===== config.mk =====
export PLATFORM = sky130hd
export DESIGN_NAME = uv_array
export DESIGN_NICKNAME = d
export VERILOG_FILES = /design/src/rtl/uv_array_pkg.sv /design/src/rtl/uv_array_channel.sv /design/src/rtl/uv_array.sv
export SDC_FILE = /design/constraint.sdc
export NUM_CORES = 1
export LEC_CHECK = 0
export CAP_MARGIN = 20
export CORE_MARGIN = 10
export CORE_UTILIZATION = 45
export DETAILED_ROUTE_END_ITERATION = 8
export GPL_TIMING_DRIVEN = 0
export PLACE_DENSITY = 0.68
export SYNTH_ARGS = -nofsm -noshare
export SYNTH_HDL_FRONTEND = slang
export SYNTH_SLANG_ARGS = --single-unit

===== constraint.sdc =====
create_clock -name clk -period 2.42 [get_ports clk]
set_input_delay 0.605 -clock clk [delete_from_list [all_inputs] [get_ports clk]]
set_output_delay 0.605 -clock clk [all_outputs]
set_load 0.005 [all_outputs]

===== src/rtl/uv_array_pkg.sv =====
// Shared types and helpers for the uv_array u/v counter-pair model.
// Holds the monitor state encoding, default counter width and index-width helper.
package uv_array_pkg;

  typedef enum logic {
    MON_RUN  = 1'b0,
    MON_FAIL = 1'b1
  } mon_state_e;

  localparam int DEFAULT_CNT_W = 16;

  // Select/index width for n items; never narrower than one bit.
  function automatic int idx_w(input int n);
    return (n <= 1) ? 1 : $clog2(n);
  endfunction

endpackage


===== src/rtl/uv_array_channel.sv =====
// One u/v register pair: load has priority over advance, and a local bad flag
// reports (u + v) mod 2^WIDTH == STEP on the current register state.
module uv_channel
  import uv_array_pkg::*;
#(
  parameter int WIDTH = 4,
  parameter int STEP  = 1
) (
  input  logic             clk,
  input  logic             rst,
  input  logic             en_i,
  input  logic             ld_i,
  input  logic [WIDTH-1:0] ld_u_i,
  input  logic [WIDTH-1:0] ld_v_i,
  output logic [WIDTH-1:0] u_o,
  output logic [WIDTH-1:0] v_o,
  output logic             bad_o
);

  localparam logic [WIDTH-1:0] STEP_W = WIDTH'(STEP);

  logic [WIDTH-1:0] u_q, u_d;
  logic [WIDTH-1:0] v_q, v_d;
  logic [WIDTH-1:0] sum;

  always_comb begin
    u_d = u_q;
    v_d = v_q;
    if (ld_i) begin
      u_d = ld_u_i;
      v_d = ld_v_i;
    end else if (en_i) begin
      u_d = (u_q < v_q) ? (u_q + v_q) : (v_q + STEP_W);
      v_d = v_q + STEP_W;
    end
  end

  always_ff @(posedge clk) begin
    if (rst) begin
      u_q <= STEP_W;
      v_q <= STEP_W;
    end else begin
      u_q <= u_d;
      v_q <= v_d;
    end
  end

  assign sum   = u_q + v_q;
  assign bad_o = (sum == STEP_W);
  assign u_o   = u_q;
  assign v_o   = v_q;

endmodule


===== src/rtl/uv_array.sv =====
// Multi-channel u/v counter array with a sticky invariant monitor.
// Define UV_ARRAY_ASSERT_EN to compile in per-channel assertions and a fail cover.
module uv_array
  import uv_array_pkg::*;
#(
  parameter int WIDTH    = 4,
  parameter int CHANNELS = 2,
  parameter int STEP     = 1,
  parameter int CNT_W    = DEFAULT_CNT_W,
  localparam int IDX_W   = idx_w(CHANNELS)
) (
  input  logic                clk,
  input  logic                rst,
  input  logic [CHANNELS-1:0] en,
  input  logic                ld,
  input  logic [IDX_W-1:0]    ld_ch,
  input  logic [WIDTH-1:0]    ld_u,
  input  logic [WIDTH-1:0]    ld_v,
  input  logic [IDX_W-1:0]    obs_sel,
  output logic [WIDTH-1:0]    u_obs,
  output logic [WIDTH-1:0]    v_obs,
  output logic [CHANNELS-1:0] viol,
  output logic                fail,
  output logic [IDX_W-1:0]    fail_ch,
  output logic [CNT_W-1:0]    fail_cyc
);

  logic [WIDTH-1:0]    u_arr [CHANNELS];
  logic [WIDTH-1:0]    v_arr [CHANNELS];
  logic [CHANNELS-1:0] bad;
  logic [CHANNELS-1:0] ld_hit;

  // Out-of-range ld_ch values match no channel, so such loads fall away.
  generate
    for (genvar gi = 0; gi < CHANNELS; gi++) begin : g_ch
      assign ld_hit[gi] = ld && (ld_ch == IDX_W'(gi));

      uv_channel #(
        .WIDTH (WIDTH),
        .STEP  (STEP)
      ) u_channel (
        .clk    (clk),
        .rst    (rst),
        .en_i   (en[gi]),
        .ld_i   (ld_hit[gi]),
        .ld_u_i (ld_u),
        .ld_v_i (ld_v),
        .u_o    (u_arr[gi]),
        .v_o    (v_arr[gi]),
        .bad_o  (bad[gi])
      );
    end
  endgenerate

  mon_state_e          state_q, state_d;
  logic [CHANNELS-1:0] viol_q;
  logic [IDX_W-1:0]    fail_ch_q, fail_ch_d;
  logic [CNT_W-1:0]    fail_cyc_q, fail_cyc_d;
  logic [CNT_W-1:0]    cyc_q;
  logic [IDX_W-1:0]    first_bad;

  always_comb begin
    first_bad = '0;
    for (int i = CHANNELS - 1; i >= 0; i--) begin
      if (bad[i]) first_bad = IDX_W'(i);
    end
  end

  always_comb begin
    state_d    = state_q;
    fail_ch_d  = fail_ch_q;
    fail_cyc_d = fail_cyc_q;
    case (state_q)
      MON_RUN: begin
        if (|bad) begin
          state_d    = MON_FAIL;
          fail_ch_d  = first_bad;
          fail_cyc_d = cyc_q;
        end
      end
      MON_FAIL: state_d = MON_FAIL;
      default:  state_d = MON_RUN;
    endcase
  end

  always_ff @(posedge clk) begin
    if (rst) begin
      state_q    <= MON_RUN;
      fail_ch_q  <= '0;
      fail_cyc_q <= '0;
      viol_q     <= '0;
      cyc_q      <= '0;
    end else begin
      state_q    <= state_d;
      fail_ch_q  <= fail_ch_d;
      fail_cyc_q <= fail_cyc_d;
      viol_q     <= viol_q | bad;
      if (cyc_q != '1) cyc_q <= cyc_q + 1'b1;
    end
  end

  // Unselected or out-of-range observation reads as zero.
  always_comb begin
    u_obs = '0;
    v_obs = '0;
    for (int i = 0; i < CHANNELS; i++) begin
      if (obs_sel == IDX_W'(i)) begin
        u_obs = u_arr[i];
        v_obs = v_arr[i];
      end
    end
  end

  assign viol     = viol_q;
  assign fail     = (state_q == MON_FAIL);
  assign fail_ch  = fail_ch_q;
  assign fail_cyc = fail_cyc_q;

`ifdef UV_ARRAY_ASSERT_EN
  generate
    for (genvar gi = 0; gi < CHANNELS; gi++) begin : g_prop
      always @* begin
        prop_i: assert (!bad[gi]);
      end
    end
  endgenerate

  always @* begin
    cov_fail: cover (fail);
    prop_fail_viol: assert (!fail || viol_q[fail_ch_q]);
  end
`endif

endmodule


# After elaboration in Yosys (flattened, before gate mapping)
# Index checks and enable logic that the tools add are counted.
# word_totals
ff_bits	52
in_bits	15
output_inout_bits	28
elab_cells	44
# op_classes
addsub	5
magnitude_cmp	2
eq_ne	3
muxes	16
bitwise_logic	3
reduce_logical	6
# op_table
op	count
two-way mux 4 bit	12
adder 16 x 1 -> 16 bit, second input constant	1
inequality test 16 bit, second input constant	1
adder 4 x 1 -> 4 bit, second input constant	2
adder 4 bit	2
equality test 4 x 1 -> 1 bit, second input constant	2
less-than comparator 4 bit	2
nonzero test 2 bit	2
two-way mux 1 bit	3
logical AND 1 bit	2
NOT 1 bit	2
bitwise OR 2 bit	1
case mux 1 bit (2 select lines)	1
AND reduction 2 bit	1
OR reduction 2 bit	1

# Longest topological paths before layout
# depth
word_depth	5
depth_mapped	8
mapped_depth_nobuf	7

# Modules after synthesis
# A second synthesis with hierarchy kept.
# hier_totals
cells_unflattened	345
area_unflattened_um2	2944.1
# by_module_without_submodules
mod	n_inst	cells_each	area_each_um2	seq_area_each_um2
uv_array	1	189	1606.5	720.7
uv_channel (g_ch[1].u_channel)	1	79	678.2	160.2
uv_channel (g_ch[0].u_channel)	1	77	659.4	160.2

# Least setup slack after synthesis
# No wires, ideal clock.
# synth_timing
path_type	register to register
startpoint	reg g_ch[0].u_channel.v_q[0]
endpoint	reg fail_cyc_q[8] (netlist: fail_cyc[8])
setup_time_ns	0.072
arrival_time_ns	2.101
t_required_ns	2.348
path_slack_ns	0.247
stages_incl_launch_ff	9
n_path_buf	1
period_less_slack_ns	2.173
cell_sequence	dfxtp_1 ha_1 inv_1 fa_1 nor2b_1 nand4_2 a21oi_4 buf_12 mux2i_1
# synth_between
elab_chain_cells	4
# synth_lines
element	line_no	source
from (decl)	uv_array_channel.sv:23	logic [WIDTH-1:0] v_q, v_d;
from (signal assigned)	uv_array_channel.sv:44	v_q <= v_d;
adder 4 bit	uv_array_channel.sv:48	assign sum = u_q + v_q;
equality test 4 x 1 -> 1 bit	uv_array_channel.sv:49	assign bad_o = (sum == STEP_W);
OR reduction 2 bit	uv_array.sv:75	if (|bad) begin
AND reduction 2 bit (no line)	n/a	
to (signal assigned)	uv_array.sv:96	fail_cyc_q <= fail_cyc_d;
to (decl)	uv_array.sv:58	logic [CNT_W-1:0] fail_cyc_q, fail_cyc_d;
# Every way passes these cells.
# A chain may end at the register's enable or synchronous reset.

# Worst setup path in the final report
# layout_timing
startpoint	reg g_ch[0].u_channel.v_q[1]
endpoint	out v_obs[1]
# layout_between
elab_chain_cells	1
# layout_lines
element	line_no	source
two-way mux 4 bit	uv_array.sv:107	if (obs_sel == IDX_W'(i)) begin
to (decl)	uv_array.sv:21	output logic [WIDTH-1:0] v_obs,
# Every way passes these cells.

==> metrics <==
CTS Buffer Depth=2; number of synthesized flops with an enable pin=0; drt initial violations=62; Synth Cell Area=between 2000 and 3000 um2; reg2reg start=g_ch[0].u_channel.v_o[1]; final slew viol count=0; footprint of the multi-input gates=about 1700 um2; Post-synth top flop=dfxtp_1; fin worst setup slack=0.109 ns; Slew Limit Headroom=61.2%; grt total ovfl=0; clk_skew=slightly below 0.007 ns; Die Y=101 um; fillcell total=601; vias=2,606; final core utilization=56.1%; CP Data Arrival Time=1.71 ns; PwrDens=630 nW/um2; max cap viols=0; clk slew on worst S/H paths=0.10 ns; fraction of registers with async set or reset after synthesis=0%; Max Freq=433 MHz; TritonCTS clock tree=yes; Adder-Cell Fraction of Synth Area=8.65%; status=complete, no violations; Post-Syn Nets=380; placer congestion estimate=0.899; endpoints failing hold=0; clock latency on the worst-skew pair=about 0.31 ns; DP HPWL=5.49 mm; Distinct cells, synth=42; WHS=0.453 ns; vias in the first global route=2,585; CORE AREA=6310 um2; Critical path origin=g_ch[0].u_channel.v_o[1]; average size of a mapped cell=about 8.4 um2; reg-to-reg endpoint=fail_cyc[11]; wire length of the first global-routing pass=12.8 mm; worst setup path endpoint=v_obs[1]; min cycle time layout=2.31 ns; # IOs=43; Register Area=1050 um2; Min-Delay Path Class=reg -> reg; layout cells sized above 1=a little under a tenth; Syn. warnings=0; Min-Delay Path Depth=2; die width=101 um; CTS root buffer=clkbuf_8; reg2reg path depth=7; Routed wire per std cell=15.5 um; GRT Overall Usage=15.1%; Starting Density=46.3%; Synth Register Bits=52; Seq/Total Area, Yosys=a little over a third; Setup violations, final=0; drt via density=5.51; Layout area overhead=21.1%; largest family of logic cells by synthesized area=simple AND/OR/NAND/NOR gates; pre-CTS setup slack=-0.439 ns; area share of the largest cell type after synthesis=approximately 36%; Compound-Gate Fraction of Synth Area=about 18%; final non-filler cell total=473; Num Clock Sinks=52; r2r setup slk=0.16 ns; startpoint types=flip-flop; crit path capture type=output pin; critical path class=reg -> out; Placed Cells=463; Tcrit/Tclk final=a little over nine tenths; Cell Rows=29; xor/xnor share of the synthesized area=5.39%; required time of the worst setup path=1.81 ns; Tightest Pin Transition=0.582 ns; Total Nets Final=about 430; Mapped Cells=346; Die Area=just over 10,000 um2; VDD IR max=0.276 mV; Area contributors post-synth=dfxtp_1 (36%), ha_1 (7.3%), nand2_1 (6.9%), mux2i_1 (6.5%), o21ai_0 (4.6%); remaining antenna violation count=0; largest net degree at the start of global routing=19; DRC=0; CTS Hold Bufs=0; drt first pass iters=4; Inserted Clock Buffers=5; I/O Buffers=40; final wirelength=7.35 mm; top cells by instance count after synthesis=nand2_1 (54), dfxtp_1 (52), o21ai_0 (27); Leakage=1.34 nW; initial antenna violation count=0; cell with the most instances after synthesis=nand2_1; H-Tree Depth=2; Yosys top cell by area=dfxtp_1; RSZ-0062 raised after global routing=no; ANT cells=0; mux contribution to synthesized area=7.28%; simple logic cell fraction of the synthesized area=19.8%; CP max FO=6
-- power breakdown --
part           total (mW)  switching [mW]  internal, mW
Combinational       0.714           0.355         0.359
Clock               0.536           0.325         0.212
Sequential          0.980          0.0663         0.914
Total                2.23           0.746          1.48
-- cells in the final DEF (no fill, tap or decap), types with 3 or more instances in the layout --
cell and count:
o211ai_1 5, clkdlybuf4s50_1 38, a21oi_1 14, nand4_1 5, nor2_1 22, dfxtp_1 47, a31oi_1 7, xor2_1 4
o21ai_0 25, nor2b_1 5, dfxtp_2 4, a211oi_1 11, ha_1 17, clkbuf_1 10, and2_1 4, xnor2_1 14
clkbuf_8 6, nand3_1 15, and3_1 3, a41o_1 4, inv_1 22, mux2i_1 19, nand2_1 54, buf_4 3
nor3_1 3
-- per-stage QoR --
step	TNS (ns)	total power, mW	instance area [um2]
5_1_grt	0	2.38	3540
3_3_place_gp	-2.83	1.68	3420
3_5_place_dp	-3.30	1.69	3420
6_report	0	2.23	3540
4_1_cts	0	2.25	3540
2_1_floorplan	0	1.48	2920
-- worst max-delay path: stages, from the launching register on --
cell	delay, ns
dfxtp_1	0.47
inv_1	0.15
o21ai_0	0.23
clkdlybuf4s50_1	0.55
-- worst min path at each step --
stage,startpoint,endpoint
final,viol[1],viol[1]
after global routing,viol[1],viol[1]
after CTS,viol[0],viol[0]
after detailed placement,viol[1],viol[1]
after global placement,viol[1],viol[1]
after floorplan,viol[0],viol[0]
-- timing repair --
item / CTS / global route
buffers inserted: 2 / 0
cloned: 0 / 0
resized for setup: 8 / 7
pin swaps: 1 / 0
setup endpoints to repair: 18 / 22
-- sequential cells by signal, indices dropped and copies added (netlist names) --
register	flops
fail_ch	1
g_ch.u_channel.v_o	8
cyc_q	16
fail_cyc	16
g_ch.u_channel.u_o	8
viol	2
fail	1
-- kinds of logic (layout without fill, tap and decap cells) --
kind of cell               after synthesis  count (layout)
AOI/OAI and AO/OA                       78              78
xor gates and xnor gates                18              18
buffers and inverters                   38              88
adders and majority gates               19              19
muxes                                   21              21
DFF                                     52              52
and+or+nand+nor                        120             120
-- metal layers --
metal,track usage [%],share of wire [%],vias to the layer above
met5,0,0,-
met4,3.70,1.1,0
met3,3.91,5.5,9
met2,25.6,49,66
li1,-,-,1307
met1,18.5,45,1224
-- layout make-up --
| type | count | share of cell area [%] |
|---|---|---|
| Multi-Input combinational cell | 256 | 48.5 |
| Sequential cell | 52 | 29.6 |
| Timing Repair Buffer | 42 | 11.6 |
| Tap cell | 77 | 2.72 |
| Buffer | 16 | 2.61 |
| Inverter | 22 | 2.33 |
| Clock buffer | 5 | 1.94 |
| Clock inverter | 3 | 0.707 |
Power figures use the tool's default switching activity.
